===== config.mk =====
export PLATFORM = sky130hd
export DESIGN_NAME = svi_cas_fsk
export DESIGN_NICKNAME = d
export VERILOG_FILES = /design/src/rtl/svi_cas_pkg.sv /design/src/rtl/svi_cas_fsk_tone_gen.sv /design/src/rtl/svi_cas_fsk.sv
export SDC_FILE = /design/constraint.sdc
export NUM_CORES = 1
export LEC_CHECK = 0
export CORE_UTILIZATION = 50
export DETAILED_ROUTE_END_ITERATION = 10
export PLACE_DENSITY = 0.75
export REMOVE_ABC_BUFFERS = 1
export SYNTH_ARGS = -nofsm -noshare
export SYNTH_HDL_FRONTEND = slang
export SYNTH_SLANG_ARGS = --single-unit

===== constraint.sdc =====
create_clock -name clk_i -period 2.36 [get_ports clk_i]
set_clock_uncertainty 0.1 [all_clocks]
set_input_delay 0.708 -clock clk_i [delete_from_list [all_inputs] [get_ports clk_i]]
set_output_delay 0.708 -clock clk_i [all_outputs]
set_load 0.1 [all_outputs]

===== src/rtl/svi_cas_pkg.sv =====
// -----------------------------------------------------------------------------
// svi_cas_pkg
// Shared definitions for the cassette FSK player: the player state encoding
// (which doubles as the externally visible status code), the byte frame
// length and the number of half periods that make up each bit value.
// -----------------------------------------------------------------------------
package svi_cas_pkg;

  // Encoding is the status code seen on status_o.
  typedef enum logic [2:0] {
    ST_IDLE   = 3'd0,
    ST_LEADER = 3'd1,
    ST_DATA   = 3'd2,
    ST_PAUSED = 3'd3,
    ST_END    = 3'd4
  } cas_state_e;

  localparam int FRAME_BITS = 11;  // start + 8 data + 2 stop
  localparam int HALFS_BIT0 = 2;   // half periods of the low tone per "0"
  localparam int HALFS_BIT1 = 4;   // half periods of the high tone per "1"

  // Frame is shifted out LSB first: start 0, d0..d7, stop 1, stop 1.
  function automatic logic [10:0] make_frame(input logic [7:0] data);
    return {2'b11, data, 1'b0};
  endfunction

endpackage


===== src/rtl/svi_cas_fsk_tone_gen.sv =====
// -----------------------------------------------------------------------------
// cas_tone_gen
// FSK bit generator. Produces one bit of tone at a time: a "0" is two half
// periods of HALF_P0 cycles, a "1" is four half periods of HALF_P1 cycles.
// The level is 1 at every bit start and toggles at each half-period end.
// Ports:
//   clk_i, reset_n_i : clock, asynchronous active-low reset
//   clr_i            : hold at the start of a bit (level 1, counters 0)
//   run_i            : advance one cycle
//   bit_i            : value of the bit being played, stable for the bit
//   tone_o           : tone level
//   bit_done_o       : pulse in the last cycle of the current bit
// -----------------------------------------------------------------------------
module cas_tone_gen
  import svi_cas_pkg::*;
#(
  parameter int HALF_P0 = 8888,
  parameter int HALF_P1 = 4444
) (
  input  logic clk_i,
  input  logic reset_n_i,
  input  logic clr_i,
  input  logic run_i,
  input  logic bit_i,
  output logic tone_o,
  output logic bit_done_o
);

  localparam int HMAX = (HALF_P0 > HALF_P1) ? HALF_P0 : HALF_P1;
  localparam int CW   = (HMAX > 1) ? $clog2(HMAX) : 1;

  logic [CW-1:0] cnt_q, cnt_d;
  logic [1:0]    half_q, half_d;
  logic          tone_q, tone_d;
  logic [CW-1:0] half_last;
  logic [1:0]    halfs_last;
  logic          half_end;

  always_comb begin
    half_last  = bit_i ? CW'(HALF_P1 - 1) : CW'(HALF_P0 - 1);
    halfs_last = bit_i ? 2'(HALFS_BIT1 - 1) : 2'(HALFS_BIT0 - 1);
    half_end   = run_i && !clr_i && (cnt_q == half_last);
    bit_done_o = half_end && (half_q == halfs_last);

    cnt_d  = cnt_q;
    half_d = half_q;
    tone_d = tone_q;
    if (clr_i) begin
      cnt_d  = '0;
      half_d = '0;
      tone_d = 1'b1;
    end else if (run_i) begin
      if (half_end) begin
        // Even number of toggles per bit, so the level is back at 1 when
        // the next bit starts.
        cnt_d  = '0;
        tone_d = ~tone_q;
        half_d = bit_done_o ? 2'd0 : half_q + 2'd1;
      end else begin
        cnt_d = cnt_q + CW'(1);
      end
    end
  end

  always_ff @(posedge clk_i or negedge reset_n_i) begin
    if (!reset_n_i) begin
      cnt_q  <= '0;
      half_q <= '0;
      tone_q <= 1'b1;
    end else begin
      cnt_q  <= cnt_d;
      half_q <= half_d;
      tone_q <= tone_d;
    end
  end

  assign tone_o = tone_q;

endmodule


===== src/rtl/svi_cas_fsk.sv =====
// -----------------------------------------------------------------------------
// svi_cas_fsk
// Plays a cassette image from SDRAM as an FSK tape signal: a leader of "1"
// bits, then each byte framed as start/8 data/2 stop, with a one-byte
// prefetch buffer in front of the shifter.
// Ports:
//   clk_i, reset_n_i   : clock, asynchronous active-low reset
//   play_i             : motor on (level)
//   rewind_i           : synchronous restart to byte 0
//   len_i              : image length in bytes, sampled when leaving IDLE
//   mem_addr_o/mem_rd_o: byte read request, held until mem_ready_i
//   mem_avail_i        : SDRAM slot free this cycle
//   mem_ready_i/data_i : read completion pulse and data
//   tape_o             : FSK output
//   status_o           : 0 IDLE, 1 LEADER, 2 DATA, 3 PAUSED, 4 END
// -----------------------------------------------------------------------------
module svi_cas_fsk
  import svi_cas_pkg::*;
#(
  parameter int HALF_P0     = 8888,
  parameter int HALF_P1     = 4444,
  parameter int LEADER_BITS = 1600
) (
  input  logic        clk_i,
  input  logic        reset_n_i,
  input  logic        play_i,
  input  logic        rewind_i,
  input  logic [20:0] len_i,
  output logic [20:0] mem_addr_o,
  output logic        mem_rd_o,
  input  logic        mem_avail_i,
  input  logic        mem_ready_i,
  input  logic [7:0]  mem_data_i,
  output logic        tape_o,
  output logic [2:0]  status_o
);

  localparam int LW = (LEADER_BITS > 1) ? $clog2(LEADER_BITS) : 1;

  cas_state_e    state_q, state_d, resume_q, resume_d;
  logic [20:0]   len_q, len_d, addr_q, addr_d;
  logic          rd_q, rd_d, discard_q, discard_d, buf_full_q, buf_full_d;
  logic [7:0]    buf_q, buf_d;
  logic [10:0]   frame_q, frame_d;
  logic [3:0]    bits_left_q, bits_left_d;
  logic [LW-1:0] leader_cnt_q, leader_cnt_d;

  logic       running, cur_bit, tone, bit_done, accept, byte_ready;
  logic [7:0] next_byte;

  assign running = (state_q == ST_LEADER) || (state_q == ST_DATA);
  // bits_left_q == 0 in DATA means mark fill while waiting for a byte.
  assign cur_bit = (state_q == ST_DATA && bits_left_q != 4'd0) ? frame_q[0] : 1'b1;

  cas_tone_gen #(
    .HALF_P0(HALF_P0),
    .HALF_P1(HALF_P1)
  ) u_tone (
    .clk_i     (clk_i),
    .reset_n_i (reset_n_i),
    .clr_i     (!running),
    .run_i     (play_i),
    .bit_i     (cur_bit),
    .tone_o    (tone),
    .bit_done_o(bit_done)
  );

  assign accept     = mem_ready_i && rd_q;
  // A byte arriving in the same cycle as a frame-end bypasses the buffer.
  assign byte_ready = buf_full_q || accept;
  assign next_byte  = buf_full_q ? buf_q : mem_data_i;

  always_comb begin
    state_d      = state_q;
    resume_d     = resume_q;
    len_d        = len_q;
    addr_d       = addr_q;
    rd_d         = rd_q;
    discard_d    = discard_q;
    buf_full_d   = buf_full_q;
    buf_d        = buf_q;
    frame_d      = frame_q;
    bits_left_d  = bits_left_q;
    leader_cnt_d = leader_cnt_q;

    // Prefetch side. A stale completion left over from a rewind is eaten
    // here, and no new request starts until it has arrived.
    if (accept) begin
      buf_d      = mem_data_i;
      buf_full_d = 1'b1;
      addr_d     = addr_q + 21'd1;
      rd_d       = 1'b0;
    end else if (!rd_q && !buf_full_q && !discard_q && running &&
                 mem_avail_i && (addr_q < len_q)) begin
      rd_d = 1'b1;
    end
    if (mem_ready_i && !rd_q) discard_d = 1'b0;

    unique case (state_q)
      ST_IDLE: begin
        if (play_i && len_i != 21'd0) begin
          state_d      = ST_LEADER;
          len_d        = len_i;
          leader_cnt_d = '0;
          bits_left_d  = 4'd0;
        end
      end
      ST_LEADER, ST_DATA: begin
        if (!play_i) begin
          state_d  = ST_PAUSED;
          resume_d = state_q;
        end else if (bit_done) begin
          if (state_q == ST_LEADER && leader_cnt_q != LW'(LEADER_BITS - 1)) begin
            leader_cnt_d = leader_cnt_q + LW'(1);
          end else if (state_q == ST_DATA && bits_left_q > 4'd1) begin
            frame_d     = frame_q >> 1;
            bits_left_d = bits_left_q - 4'd1;
          end else begin
            // Bit boundary outside a frame: start a frame, finish, or fill
            // with a mark bit.
            state_d = ST_DATA;
            if (byte_ready) begin
              frame_d     = make_frame(next_byte);
              bits_left_d = 4'(FRAME_BITS);
              buf_full_d  = 1'b0;
            end else if (addr_q == len_q) begin
              state_d = ST_END;
            end else begin
              bits_left_d = 4'd0;
            end
          end
        end
      end
      ST_PAUSED: begin
        if (play_i) state_d = resume_q;
      end
      default: ;
    endcase

    if (rewind_i) begin
      state_d      = ST_IDLE;
      addr_d       = '0;
      buf_full_d   = 1'b0;
      rd_d         = 1'b0;
      leader_cnt_d = '0;
      bits_left_d  = 4'd0;
      // A completion in this very cycle closes the request; otherwise the
      // next one belongs to the abandoned read.
      discard_d    = (rd_q || discard_q) && !mem_ready_i;
    end
  end

  always_ff @(posedge clk_i or negedge reset_n_i) begin
    if (!reset_n_i) begin
      state_q      <= ST_IDLE;
      resume_q     <= ST_LEADER;
      len_q        <= '0;
      addr_q       <= '0;
      rd_q         <= 1'b0;
      discard_q    <= 1'b0;
      buf_full_q   <= 1'b0;
      buf_q        <= '0;
      frame_q      <= '0;
      bits_left_q  <= '0;
      leader_cnt_q <= '0;
    end else begin
      state_q      <= state_d;
      resume_q     <= resume_d;
      len_q        <= len_d;
      addr_q       <= addr_d;
      rd_q         <= rd_d;
      discard_q    <= discard_d;
      buf_full_q   <= buf_full_d;
      buf_q        <= buf_d;
      frame_q      <= frame_d;
      bits_left_q  <= bits_left_d;
      leader_cnt_q <= leader_cnt_d;
    end
  end

  assign tape_o     = running && tone;
  assign mem_addr_o = addr_q;
  assign mem_rd_o   = rd_q;
  assign status_o   = state_q;

endmodule


==> reports/metrics.yaml, run 1 <==
synth:
  ys_warn_count: 0
  ys.flop_type: "dfrtp_1"
  syn_area_um2: 5690
  synth_cells: 583
  synth-seq-cells: 102
  yosysTopAreaCell: "dfrtp_1"
  synth_top_family_by_area: "simple AND/OR/NAND/NOR gates"
  synthAdderAreaFrac: 0.0571
  synthMuxAreaShare: 0.0813
  yosys-top-cells-area: "dfrtp_1 (44%), ha_1 (5.7%), mux2_2 (5.3%)"
  synth_xor_area_frac: 0.0508
  synth_cell_type_count: 65
  synth.most_common_cell: "dfrtp_1"
  synth-seq-area-share: 0.449
  syn_avg_cell_area_um2: 9.76
  synth_commonest_cells: "dfrtp_1 (100), nand2_1 (64), nor2_1 (52)"
  async_flop_share: 1.00
  synth_edf_count: 0
  yosysTopAreaCellShare: 0.440
  yosys.area_share.simple: 0.193
  synth_compound_area_frac: 0.128
die:
  die_w_um: 109
  die_area_um2: 11800
  core_area_um2: 11000
  start_util: 0.518
  pin_count: 61
  die_h_um: 109
  rows: 38
cells_and_area:
  fin_cells: 880
  layout.nets: 797
  fillers: 675
  final_layout_size_suffix_gt1_frac: 0.314
  num_antenna_cells: 0
  area_delta_synth_final_pct: 43.1
route:
  route.detailed.drc: 0
  ant_nets: 0
  viasPerCell: 6.03
  num_vias: 5310
  drt_first_pass_iters: 5
  drt-initial-drc-count: 415
  postRouteWirelength_um: 17400
  wl_per_cell_um: 19.7
timing:
  tightest_slew_ps: 451
  fin_crit_ps: 2690
  hold_viol: 0
  maxSlewHeadroom: 0.699
  layout_setup_ws_ps: -328
  slew_viol_final: 0
  clock.fmax_mhz: 372
  tns_ps: -6830
  report.final.setup_viol: 43
  rsz0062_at_grt: "true"
  finalCritPeriodShare: 1.14
power_and_ir_drop:
  clkPwrFrac: 0.287
  combPwrFrac: 0.314
  switching_power_w: 0.00177
  sequentialPowerShare: 0.399
  ir_drop_mv: 0.610
  p_per_area_nw_per_um2: 666
  p_leak_nw: 3.72
  intPower_w: 0.00365
  p_sw_frac: 0.327
placement:
  pre_cts_ws_ps: -604
  hpwl_um: 10500
  portBuffers: 60
  dp_cells: 841
  place.gp.congestion: 0.889
worst_setup_path:
  max_stage_delay_ps: 420
  critPathTopFamily: "simple AND/OR/NAND/NOR gates"
  critical_path_class: "reg -> reg"
  required_ps: 2520
  path_common_cell: "buf_4"
  critical-path-slowest-cell: "or3b_4"
  crit_fanout: 5
  path_cells: "inv_2, ha_4, or3b_4, a211oi_4, mux2i_4, buf_4, nor4_4, buf_4, nor2_1, a211oi_2"
  critPathBufInv: 3
  cp.arrival_ps: 2840
  start_kind: "register"
  worst_setup_path_end_kind: "register"
global_routing:
  grt_usage: 0.288
  grt_antenna_before_repair: 0
  grt_pass1_wl_um: 26000
  grt-ovfl-total: 0
  grt_start_max_net_pins: 50
  grt_pass1_vias: 5312
clocking:
  cts_tree: "built"
  clockBufferDepth: 2
  cts_root_buf: "clkbuf_16"
  clk_latency_ps: 360
  cts.sinks: 102
  path_clk_slew_ps: 70
  cts_buffers: 9
  cts_hold_buf: 0
  h-tree-depth: 3
job:
  max_cap_violations: 0
hold_path:
  min_path_type: "in -> async"
run_status:
  outcome: "finished with violations"
  violations: "negative setup slack"
cell usage in the layout (no fill, tap or decap), types with 6 or more instances in the layout:
cell / Yosys / final
and3_1: 16 / 16
ha_1: 26 / 25
buf_12: 0 / 29
o31ai_2: 0 / 6
nor2_1: 52 / 48
nor3_1: 10 / 6
inv_1: 34 / 32
dfrtp_1: 100 / 99
mux2_4: 0 / 16
nand2_1: 64 / 64
xor2_1: 26 / 26
mux2i_1: 10 / 10
dlygate4sd2_1: 0 / 16
clkbuf_16: 0 / 9
buf_6: 1 / 13
buf_4: 1 / 90
nand3_1: 15 / 14
o211ai_1: 11 / 11
mux2_2: 27 / 14
a21oi_1: 24 / 22
nand4_1: 11 / 11
clkdlybuf4s50_1: 0 / 14
o21ai_0: 24 / 20
xnor2_1: 7 / 6
final timing paths:
| check | start | to | cells after the start | slack [ps] |
|---|---|---|---|---|
| worst min-delay path | reset_n_i | mem_addr_o[0]$_DFFE_PN0N_ | 1 | 190 |
| worst min register to register | buf_q[1]$_DFFE_PN0P_ | buf_q[1]$_DFFE_PN0P_ | 2 | 370 |
| min in group clk_i | buf_q[1]$_DFFE_PN0P_ | buf_q[1]$_DFFE_PN0P_ | 2 | 370 |
| max in group asynchronous | reset_n_i | mem_addr_o[20]$_DFFE_PN0N_ | 2 | 1350 |
| worst max register to register | bits_left_q[1]$_DFFE_PN0P_ | status_o[2]$_DFFE_PN0P_ | 10 | -330 |
| worst max-delay path | bits_left_q[1]$_DFFE_PN0P_ | status_o[2]$_DFFE_PN0P_ | 10 | -330 |
cell families after synthesis:
family                     Yosys count
AOI/OAI and AO/OA                  108
xor gates and xnor gates            33
adders and majority gates           26
buffers and inverters               58
DFF                                102
muxes                               42
and+or+nand+nor                    214
worst reg2reg max path, cell delays in order, from the launching register on:
cell      delay (ps)
dfrtp_1          410
inv_2            130
ha_4             170
or3b_4           420
a211oi_4         290
mux2i_4          160
buf_4            170
nor4_4           270
buf_4            180
nor2_1            50
a211oi_2         250
flip-flops by register name, summed over array words and instances (netlist names), 2 cells and up:
name / cells
frame_q: 11
resume_q: 3
bits_left_q: 4
u_tone.cnt_q: 14
leader_cnt_q: 11
status_o: 3
len_q: 21
buf_q: 8
u_tone.half_q: 2
mem_addr_o: 21
metrics by stage:
step	hold WS (ps)	power [W]	utilization	instance area [µm²]
finish	190	0.00542	0.742	8140
global route	219	0.00563	0.742	8140
CTS	199	0.00529	0.721	7920
detailed placement	362	0.00359	0.661	7260
global placement	357	0.00352	0.661	7260
floorplan	312	0.00298	-	5590
layer usage:
metal  track usage  vias to the layer above  wire, µm
li1              -                     2378         -
met1         0.355                     2620      6990
met2         0.491                      247      8610
met3        0.0580                       65       986
met4         0.122                        0       763
met5             0                        -         0
final cells by class:
| class | instances | area [µm²] | share of cell area |
|---|---|---|---|
| Multi-Input combinational cell | 423 | 3240 | 0.397 |
| Inverter | 34 | 128 | 0.0157 |
| Sequential cell | 102 | 2560 | 0.314 |
| Clock inverter | 4 | 55.1 | 0.00676 |
| Tap cell | 140 | 175 | 0.0215 |
| Timing Repair Buffer | 166 | 1740 | 0.214 |
| Clock buffer | 11 | 253 | 0.0310 |
what timing repair did:
action,CTS,global route
pin swaps,26,12
cloned,3,0
setup endpoints to repair,51,56
resized for setup,77,40
setup buffers,15,9
power by group through the flow:
stage	registers (W)	logic, W	clock network, W
floorplan	0.00224	0.000743	0
global route	0.00218	0.00183	0.00163
CTS	0.00215	0.00157	0.00157
detailed placement	0.00217	0.00142	0
global placement	0.00216	0.00136	0
finish	0.00216	0.00170	0.00156
Power figures use the tool's default switching activity.
==> inputs of run 2 (changes only) <==
--- a/config.mk
+++ b/config.mk
@@ -6,6 +6,7 @@
 export NUM_CORES = 1
 export LEC_CHECK = 0
 export CORE_UTILIZATION = 50
+export CTS_CLUSTER_DIAMETER = 40
 export DETAILED_ROUTE_END_ITERATION = 10
 export PLACE_DENSITY = 0.75
 export REMOVE_ABC_BUFFERS = 1
==> results of run 2 <==
The final DEF is identical to that of run 1; final timing and power are the same.
==> inputs of run 3 (changes only) <==
==> constraint.sdc (replaced) <==
create_clock -name clk_i -period 2.35 [get_ports clk_i]
set_clock_uncertainty 0.1 [all_clocks]
set_input_delay 0.705 -clock clk_i [delete_from_list [all_inputs] [get_ports clk_i]]
set_output_delay 0.705 -clock clk_i [all_outputs]
set_load 0.1 [all_outputs]
==> run 3 against run 2 <==
  * The flow still finishes with violations (negative setup slack)
  * Cell area fell by 0.58%
  * Register-to-register slack gained 140 ps
  * Sequential share of layout area is 0.18 points higher
  * Critical endpoint is now bits_left_q[2]$_DFFE_PN0P_
  * Largest cell class unchanged
  * Highest routed layer unchanged
==> reports/metrics.yaml, run 3 (synthesis gave the netlist of run 1 again) <==
timing:
  finalCritPeriodShare: 1.08  # -0.0571
  fin_crit_ps: 2540  # -146 ps
  tns_ps: -4390  # +2440 ps
  slew_viol_final: 0  # unchanged
  layout_setup_ws_ps: -192  # +136 ps
  report.final.setup_viol: 41  # -4.7%
  clock.fmax_mhz: 393  # +5.7%
  maxSlewHeadroom: 0.719  # +0.0195
  rsz0062_at_grt: "true"
  tightest_slew_ps: 419  # -32.5 ps
  hold_viol: 0  # unchanged
global_routing:
  grt-ovfl-total: 0  # unchanged
  grt.busiest_layer: "met2"
  grtUsageMet3: 0.0610  # +0.00299
  grt_start_max_net_pins: 50  # unchanged
  grt_pass1_vias: 5142  # -3.2%
  grt_pass1_wl_um: 25400  # -2.3%
  grt_antenna_before_repair: 0  # unchanged
  gr-usage-met1: 0.366  # +0.0108
  grt_usage: 0.278  # -0.0103
  grtUsageMet2: 0.464  # -0.0267
route:
  num_vias: 5050  # -4.9%
  ant_nets: 0  # unchanged
  route.detailed.drc: 0  # unchanged
  postRouteWirelength_um: 15500  # -11%
  viasPerCell: 5.78  # -4.2%
  drt_first_pass_iters: 5  # unchanged
  drt-initial-drc-count: 457  # +10%
  wl_per_cell_um: 17.7  # -10%
worst_setup_path:
  crit_path_start: "bits_left_q[0]$_DFFE_PN0P_"
  r2r_setup_slack_ps: -190  # +140 ps
  required_ps: 2540  # +20 ps
  critical-path-slowest-cell: "or4b_4"
  critPathTopFamily: "simple AND/OR/NAND/NOR gates"
  cp.arrival_ps: 2740  # -100 ps
  worst_setup_path_end_kind: "register"
  crit_fanout: 7  # +2
  critical_path_class: "reg -> reg"
  start_kind: "register"
  critPathBufInv: 1  # -2
  r2r_start: "bits_left_q[0]$_DFFE_PN0P_"
  path_cells: "inv_2, ha_4, or3b_4, a211oi_4, mux2i_4, o21a_4, or4b_4, o21ai_2"
  max_stage_delay_ps: 490  # +70 ps
run_status:
  outcome: "finished with violations"
  violations: "negative setup slack"
cells_and_area:
  final_layout_size_suffix_gt1_frac: 0.304  # -0.00970
  final_cell_mix: "dfrtp_1 (99), buf_4 (85), nand2_1 (63)"
  area_delta_synth_final_pct: 42.2
  num_antenna_cells: 0  # unchanged
  fin_area_um2: 8100  # -0.58%
  layout.nets: 790  # -0.88%
  final_common_cell: "dfrtp_1"
  fin_cells: 874  # -0.68%
hold_path:
  min_path_type: "in -> async"
die:
  die_h_um: 109  # unchanged
  die_area_um2: 11800  # unchanged
  pin_count: 61  # unchanged
  die_w_um: 109  # unchanged
  rows: 38  # unchanged
  start_util: 0.518  # unchanged
  core_area_um2: 11000  # unchanged
job:
  max_cap_violations: 0  # unchanged
clocking:
  clockBufferDepth: 2  # unchanged
  cts_root_buf: "clkbuf_16"
  cts_tree: "built"
  h-tree-depth: 3  # unchanged
  clk_latency_ps: 360  # about the same
  cts_buffers: 9  # unchanged
  path_clk_slew_ps: 70  # about the same
  cts.sinks: 102  # unchanged
placement:
  portBuffers: 60  # unchanged
  hpwl_um: 10400  # -1.2%
  dp_cells: 845  # +0.48%
  place_area_um2: 7300  # +0.59%
  place.gp.congestion: 0.867  # -2.5%
power_and_ir_drop:
  p_sw_frac: 0.320  # -0.00681
  finalPower_w: 0.00542  # about the same
  ir_drop_mv: 0.661  # +8.4%
  combPwrFrac: 0.319  # +0.005
  intPower_w: 0.00369  # +1.0%
  p_per_area_nw_per_um2: 670  # +0.60%
  sequentialPowerShare: 0.399  # about the same
  switching_power_w: 0.00174  # -2.1%
  clkPwrFrac: 0.282  # -0.005
  p_leak_nw: 3.79  # +1.8%
## run 3: cell count changes in the layout (fill, tap and decap cells not counted), sizes merged
cell	before	now
clkinv	1	2
clkinvlp	1	2
dlymetal6s2s	0	8
clkbuf	11	14
dlygate4sd2	16	8
inv	35	34
buf	133	125
clkdlybuf4s15	3	1
## run 3: path summary, 6_finish.rpt
path	endpoint	depth (start not counted)
min reg2reg	buf_q[4]$_DFFE_PN0P_	2
min	mem_addr_o[3]$_DFFE_PN0N_	1
max	bits_left_q[2]$_DFFE_PN0P_	8
max in group asynchronous	leader_cnt_q[7]$_DFFE_PN0P_	2
min in group clk_i	buf_q[4]$_DFFE_PN0P_	2
max reg2reg	bits_left_q[2]$_DFFE_PN0P_	8
## run 3: area by class of cell
type                            instances  area, µm²
Multi-Input combinational cell        423       3230
Timing Repair Buffer                  159       1710
Fill cell                             706       2890
Tap cell                              140        175
Clock inverter                          5       58.8
Inverter                               34        128
Sequential cell                       102       2560
Clock buffer                           11        243
## run 3: per-layer routing
metal	routed length, µm	up-vias	part of all wire
met1	6810	2513	0.44
met2	7630	158	0.49
met4	220	0	0.014
met5	0	-	0
li1	-	2353	-
met3	829	26	0.054
## run 3: per-stage QoR
step                      hold slack (ps)  utilization  setup WS [ps]
after floorplan                       309            -          -1890
after global placement                357        0.665           -590
after detailed placement              362        0.665           -705
after CTS                             158        0.720           -216
after global routing                  172        0.737           -266
final                                 155        0.737           -192
## run 3: power groups by stage
stage | registers (W) | logic [W] | clock network, W
detailed placement | 0.00218 | 0.00146 | 0
finish | 0.00216 | 0.00173 | 0.00153
CTS | 0.00216 | 0.00161 | 0.00154
floorplan | 0.00225 | 0.000746 | 0
global placement | 0.00217 | 0.00139 | 0
global route | 0.00219 | 0.00188 | 0.00162
## run 3: timing repair
item                                   CTS  global route
cloned                                   2             2
buffers inserted                         9             1
hold buffers                             0             0
setup endpoints to repair               50            73
pin swaps                               19            24
endpoints found under the hold margin    0             0
gates resized for setup                 72            47
